===== src/rtl/interrupt_controller_pkg.sv =====
// Shared definitions for the interrupt controller: FSM state encodings,
// push step codes and the default interrupt vector.
package interrupt_controller_pkg;

  typedef enum logic [2:0] {
    ST_IDLE    = 3'd0,
    ST_FLUSH   = 3'd1,
    ST_PUSH    = 3'd2,
    ST_VECTOR  = 3'd3,
    ST_SERVICE = 3'd4
  } int_state_t;

  // int_counter value seen by the memory stage for each push
  localparam logic [1:0] INT_STEP_PC_HI = 2'd0;
  localparam logic [1:0] INT_STEP_PC_LO = 2'd1;
  localparam logic [1:0] INT_STEP_CCR   = 2'd2;

  localparam logic [31:0] INT_DEFAULT_VECTOR = 32'h0000_0000;

endpackage


===== src/rtl/interrupt_controller_sync.sv =====
// int_sync: multi-flop synchroniser for an asynchronous request followed by
// a rising-edge detector; rise is a one-cycle pulse in the clk domain.
module int_sync #(
  parameter int STAGES = 2
) (
  input  logic clk,
  input  logic rst_n,
  input  logic async_in,
  output logic rise
);

  logic [STAGES-1:0] sync;
  logic              last;

  always_ff @(posedge clk or negedge rst_n) begin
    if (!rst_n) begin
      sync <= '0;
      last <= 1'b0;
    end else begin
      sync <= {sync[STAGES-2:0], async_in};
      last <= sync[STAGES-1];
    end
  end

  assign rise = sync[STAGES-1] & ~last;

endmodule


===== src/rtl/interrupt_controller.sv =====
// Interrupt entry sequencer: accepts a synchronised request at a safe boundary,
// flushes, pushes PC/CCR, loads the vector and waits for RTI. Macro INT_PENDING_LATCH_EN.
module interrupt_controller
  import interrupt_controller_pkg::*;
#(
  parameter logic [31:0] VECTOR_ADDR = INT_DEFAULT_VECTOR,
  parameter int          SYNC_STAGES = 2
) (
  input  logic        clk,
  input  logic        RESET,
  input  logic        int_req,
  input  logic        pipe_ready,
  input  logic [31:0] pc_in,
  input  logic [2:0]  ccr_in,
  input  logic        rti,
  output logic        int_active,
  output logic [1:0]  int_counter,
  output logic        push,
  output logic [15:0] push_data,
  output logic        flush,
  output logic        pc_load,
  output logic [31:0] pc_load_addr,
  output logic        in_service
);

  int_state_t  state, next_state;
  logic [1:0]  step, next_step;
  logic        pending;
  logic [31:0] cap_pc;
  logic [2:0]  cap_ccr;
  logic        req_rise;
  logic        accept;
  logic        edge_allowed;

  logic        flush_d, push_d, pc_load_d, in_service_d;
  logic [1:0]  int_counter_d;
  logic [15:0] push_data_d;

  int_sync #(.STAGES(SYNC_STAGES)) u_sync (
    .clk      (clk),
    .rst_n    (RESET),
    .async_in (int_req),
    .rise     (req_rise)
  );

  assign accept = (state == ST_IDLE) && pending && pipe_ready;

`ifdef INT_PENDING_LATCH_EN
  assign edge_allowed = 1'b1;
`else
  assign edge_allowed = (state == ST_IDLE);
`endif

  // An edge that arrives while a request is already pending (or on the accept edge) merges into it
  always_ff @(posedge clk or negedge RESET) begin
    if (!RESET) begin
      pending <= 1'b0;
    end else if (accept) begin
      pending <= 1'b0;
    end else if (req_rise && edge_allowed) begin
      pending <= 1'b1;
    end
  end

  always_ff @(posedge clk or negedge RESET) begin
    if (!RESET) begin
      cap_pc  <= '0;
      cap_ccr <= '0;
    end else if (accept) begin
      cap_pc  <= pc_in;
      cap_ccr <= ccr_in;
    end
  end

  always_ff @(posedge clk or negedge RESET) begin
    if (!RESET) begin
      state <= ST_IDLE;
      step  <= INT_STEP_PC_HI;
    end else begin
      state <= next_state;
      step  <= next_step;
    end
  end

  always_comb begin
    next_state = state;
    next_step  = step;
    case (state)
      ST_IDLE:    if (accept) next_state = ST_FLUSH;
      ST_FLUSH: begin
        next_state = ST_PUSH;
        next_step  = INT_STEP_PC_HI;
      end
      ST_PUSH: begin
        if (step == INT_STEP_CCR) next_state = ST_VECTOR;
        else                      next_step  = step + 2'd1;
      end
      ST_VECTOR:  next_state = ST_SERVICE;
      ST_SERVICE: if (rti) next_state = ST_IDLE;
      default:    next_state = ST_IDLE;
    endcase
  end

  // Outputs are decoded from the upcoming state so they can be registered without a cycle of lag
  always_comb begin
    flush_d       = (next_state == ST_FLUSH);
    push_d        = (next_state == ST_PUSH);
    pc_load_d     = (next_state == ST_VECTOR);
    in_service_d  = (next_state != ST_IDLE);
    int_counter_d = push_d ? next_step : 2'd0;
    push_data_d   = '0;
    if (push_d) begin
      case (next_step)
        INT_STEP_PC_HI: push_data_d = cap_pc[31:16];
        INT_STEP_PC_LO: push_data_d = cap_pc[15:0];
        default:        push_data_d = {13'b0, cap_ccr};
      endcase
    end
  end

  always_ff @(posedge clk or negedge RESET) begin
    if (!RESET) begin
      flush       <= 1'b0;
      push        <= 1'b0;
      int_active  <= 1'b0;
      int_counter <= 2'd0;
      push_data   <= '0;
      pc_load     <= 1'b0;
      in_service  <= 1'b0;
    end else begin
      flush       <= flush_d;
      push        <= push_d;
      int_active  <= push_d;
      int_counter <= int_counter_d;
      push_data   <= push_data_d;
      pc_load     <= pc_load_d;
      in_service  <= in_service_d;
    end
  end

  assign pc_load_addr = VECTOR_ADDR;

endmodule


===== config.mk =====
export PLATFORM = sky130hd
export DESIGN_NAME = interrupt_controller
export DESIGN_NICKNAME = d
export VERILOG_FILES = /design/src/rtl/interrupt_controller_pkg.sv /design/src/rtl/interrupt_controller_sync.sv /design/src/rtl/interrupt_controller.sv
export SDC_FILE = /design/constraint.sdc
export NUM_CORES = 1
export LEC_CHECK = 0
export CAP_MARGIN = 20
export CORE_AREA = 8 8 94 96
export DETAILED_ROUTE_END_ITERATION = 12
export DIE_AREA = 0 0 102 104
export HOLD_SLACK_MARGIN = 0.08
export PLACE_DENSITY_LB_ADDON = 0.05
export SYNTH_ARGS = -nofsm -noshare
export SYNTH_HDL_FRONTEND = slang
export SYNTH_SLANG_ARGS = --single-unit

===== constraint.sdc =====
create_clock -name clk -period 2.2 [get_ports clk]
set_clock_uncertainty 0.2 [all_clocks]
set_input_delay 0.44 -clock clk [delete_from_list [all_inputs] [get_ports clk]]
set_output_delay 0.44 -clock clk [all_outputs]
set_load 0.005 [all_outputs]

==> results by group <==
Synthesis
  • Post-synth top flop: dfrtp_1
  • Sequential area share after synthesis: 0.574
  • Post-synth ARST share: 1.00
  • Synth warnings: 0
  • Syn Area/Cell: 13.3 µm²
  • Most instantiated library cell after synthesis: dfrtp_1
  • Post-Synthesis Cells: 217
  • Mapped Area: 2880 µm²
  • Area share of the largest cell type after synthesis: 0.574
  • Synth cell count leaders: dfrtp_1 (66), buf_4 (38), mux2_2 (35)
  • Yosys top cell by area: dfrtp_1
  • Largest family of logic cells by synthesized area: multiplexers
  • Post-Synth Adder-Cell Area: 0.00870
  • Netlist cell types: 29
  • Synth Area in Simple Gates: 0.0687
  • Compound-Gate Fraction of Synth Area: 0.0339
  • Top post-synthesis cells by area: dfrtp_1 (57%), mux2_2 (14%), buf_4 (9.9%)
  • Synthesized-area fraction occupied by xor and xnor cells: 0
  • Flip-flop and latch count after synthesis: 66
  • Mux cell area share after synthesis: 0.189
  • EDFF count, synth: 0

Detailed routing
  • First-pass DRT Iterations: 2
  • Routed Antenna Nets: 0
  • Vias/cell: 4.35
  • Detailed Route Iter0 Violations: 38
  • Wire length per cell: 14.2 µm
  • Routed vias: 1704
  • Routed wire length: 5.55 mm
  • DRC: 0

Min path
  • Hold WC Path Type: reg2reg
  • Hold path endpoint: u_sync.sync[1]$_DFF_PN0_
  • Hold_sp: u_sync.sync[0]$_DFF_PN0_
  • Hold path cells: 0

CTS
  • Clk buf depth: 2
  • H-tree Lvls: 3
  • Clock sink count: 66
  • Worst-Skew Late Latency: 330 ps
  • CTS tree: built
  • Cts repair resizes: 0
  • Clock Root Buffer: clkbuf_8
  • Total CTS buffers: 9
  • Clk slew on worst S/H paths: 70 ps

Setup path
  • Largest stage delay on the critical path: 400 ps
  • Reg2Reg Setup Slack: 240 ps
  • Critical Path AT: 1970 ps
  • CP startpoint kind: register
  • Cell breakdown of the critical path: inv_1 > ha_1 > and4bb_2 > a211oi_4 > buf_4 > mux2i_1 > nor2_1
  • Reg-to-Reg End: push_data[6]$_DFF_PN0_
  • CP Max Fanout: 11
  • CP Data Required Time: 2210 ps
  • R2r worst-path depth: 7
  • Crit end category: register
  • Worst path top cell family by delay: flip-flops
  • Worst Path Buf+Inv: 2
  • Max stage delay cell, worst path: dfrtp_1
  • FF-to-FF Start: step[0]$_DFF_PN0_
  • Type of the worst setup path: reg2reg

GRT
  • Vias in the first global route: 1976
  • Wire length of the first global-routing pass: 9.39 mm
  • Gr ovfl total: 0
  • Antenna violations before repair: 0
  • Largest net degree at the start of global routing: 67
  • Total track usage: 0.114

Final layout
  • Nets: 329
  • Layout cells sized above 1: 0.203
  • Diodes inserted: 0
  • Synth-to-layout area growth: 27.1%
  • Post-route cell area: 3650 µm²

Timing
  • Setup TNS: 0 ps
  • Final min period: 1960 ps
  • Fin. max-slew vios: 0
  • Final hold vios: 0
  • Final Cycle Share: 0.892
  • Post-route setup slack: 238 ps
  • RSZ-0062 raised after global routing: no
  • Fmax: 0.510 GHz
  • Final setup fails: 0

Floorplan
  • Die Ht: 104 µm
  • Die area: 10600 µm²
  • Initial core utilization: 0.386
  • IO Pins: 95
  • Cell Rows: 32
  • Core area: 7450 µm²
  • Die width: 102 µm

Placed design
  • Dpl cell area: 3490 µm²
  • Global placer's final weighted congestion: 0.712
  • Detailed placement HPWL: 3.86 mm
  • PortBufs: 62
  • Setup Slack @ Placement: 162 ps

Flow run
  • Max Cap Viol: 0

Power and ir drop
  • P per Cell Area: 1310 nW/µm²
  • Max rail drop VDD: 0.573 mV
  • Leak: 1.69 nW
  • Total power: 4.80 mW

Status
  • Result of the run: completed
[final cells by class]
| type | count | area, µm² |
|---|---|---|
| tap | 102 | 128 |
| multi-input combinational | 134 | 993 |
| fill | 699 | 3790 |
| clock buffer | 14 | 153 |
| sequential | 66 | 1650 |
| inverter | 5 | 18.8 |
| timing repair buffer | 71 | 711 |
[sequential cells by signal (all words and copies together), names as in the netlist]
name and cells:
u_sync.sync 2, cap_pc 32, cap_ccr 3, pc_load 1, push_data 16, flush 1, pending 1, step 2
u_sync.last 1, int_counter 2, in_service 1, state 3, push 1
[worst reg2reg max path: cells and delay by family (launching register included)]
| family | cells | cell delay [ps] |
|---|---|---|
| AO/OA/AOI/OAI | 1 | 170 |
| adder cells (fa/ha/maj) | 1 | 210 |
| buffers and inverters | 2 | 360 |
| flip-flops | 1 | 400 |
| multiplexers | 1 | 220 |
| AND/OR/NAND/NOR | 2 | 300 |
[logic make-up (layout without fill, tap and decap cells)]
kind of cell / after synthesis / count (layout)
DFF: 66 / 66
muxes: 50 / 50
buffers and inverters: 48 / 90
and+or+nand+nor: 35 / 35
AOI/OAI and AO/OA: 15 / 15
adders and majority gates: 2 / 2
other: 1 / 32
[metrics by stage]
| step | hold WS [ps] | std cells | utilization |
|---|---|---|---|
| floorplan | -55.6 | 248 | - |
| global placement | 133 | 377 | 0.469 |
| detailed placement | 136 | 377 | 0.469 |
| CTS | 151 | 392 | 0.491 |
| global route | 161 | 392 | 0.491 |
| finish | 148 | 392 | 0.491 |
[worst max-delay path by stage]
stage | startpoint | endpoint | slack, ps | cells past startpoint
finish | step[0]$_DFF_PN0_ | push_data[6]$_DFF_PN0_ | 240 | 7
CTS | step[0]$_DFF_PN0_ | push_data[0]$_DFF_PN0_ | 210 | 6
global route | step[0]$_DFF_PN0_ | push_data[2]$_DFF_PN0_ | 50 | 6
global placement | pipe_ready | cap_pc[9]$_DFFE_PN0P_ | 180 | 4
floorplan | step[0]$_DFF_PN0_ | push_data[10]$_DFF_PN0_ | 390 | 8
detailed placement | pipe_ready | cap_pc[3]$_DFFE_PN0P_ | 160 | 4
[layout by cell type (no fill, tap or decap)]
cell type,instances
a21o_1,1
nor4bb_1,1
clkbuf_8,10
a21oi_1,5
mux2_2,35
nor3_1,2
or2_1,1
nand2b_1,4
clkbuf_1,4
clkdlybuf4s50_1,61
a211oi_2,1
mux2i_1,15
and2_1,2
nor2_1,14
buf_4,6
ha_1,2
a211oi_4,1
and3b_1,2
or3_1,1
dlygate4sd3_1,1
or3b_1,1
and4bb_2,1
o21ai_0,5
dfrtp_1,66
and3_2,1
conb_1,32
nand2_1,2
a21oi_2,1
inv_1,5
buf_2,1
buf_12,2
a31oi_1,1
nor3b_1,3
[where the power goes]
group          leakage (nW)  internal [mW]  switching, mW
logic                 0.789           1.14          0.865
clock network        0.0766          0.430          0.406
registers             0.821           1.72          0.243
total                  1.69           3.29           1.51
[timing repair]
item | 4_1_cts | 5_1_grt
hold buffers | 1 | 0
setup buffers | 0 | 0
hold endpoints to repair | 66 | 0
[layer usage]
| metal | part of all wire | vias to the layer above | global-route usage |
|---|---|---|---|
| li1 | - | 810 | - |
| met1 | 0.39 | 826 | 0.122 |
| met2 | 0.50 | 56 | 0.190 |
| met3 | 0.085 | 12 | 0.0368 |
| met4 | 0.019 | 0 | 0.0630 |
| met5 | 0 | - | 0 |
No activity file was read; power rests on OpenSTA's default activity.
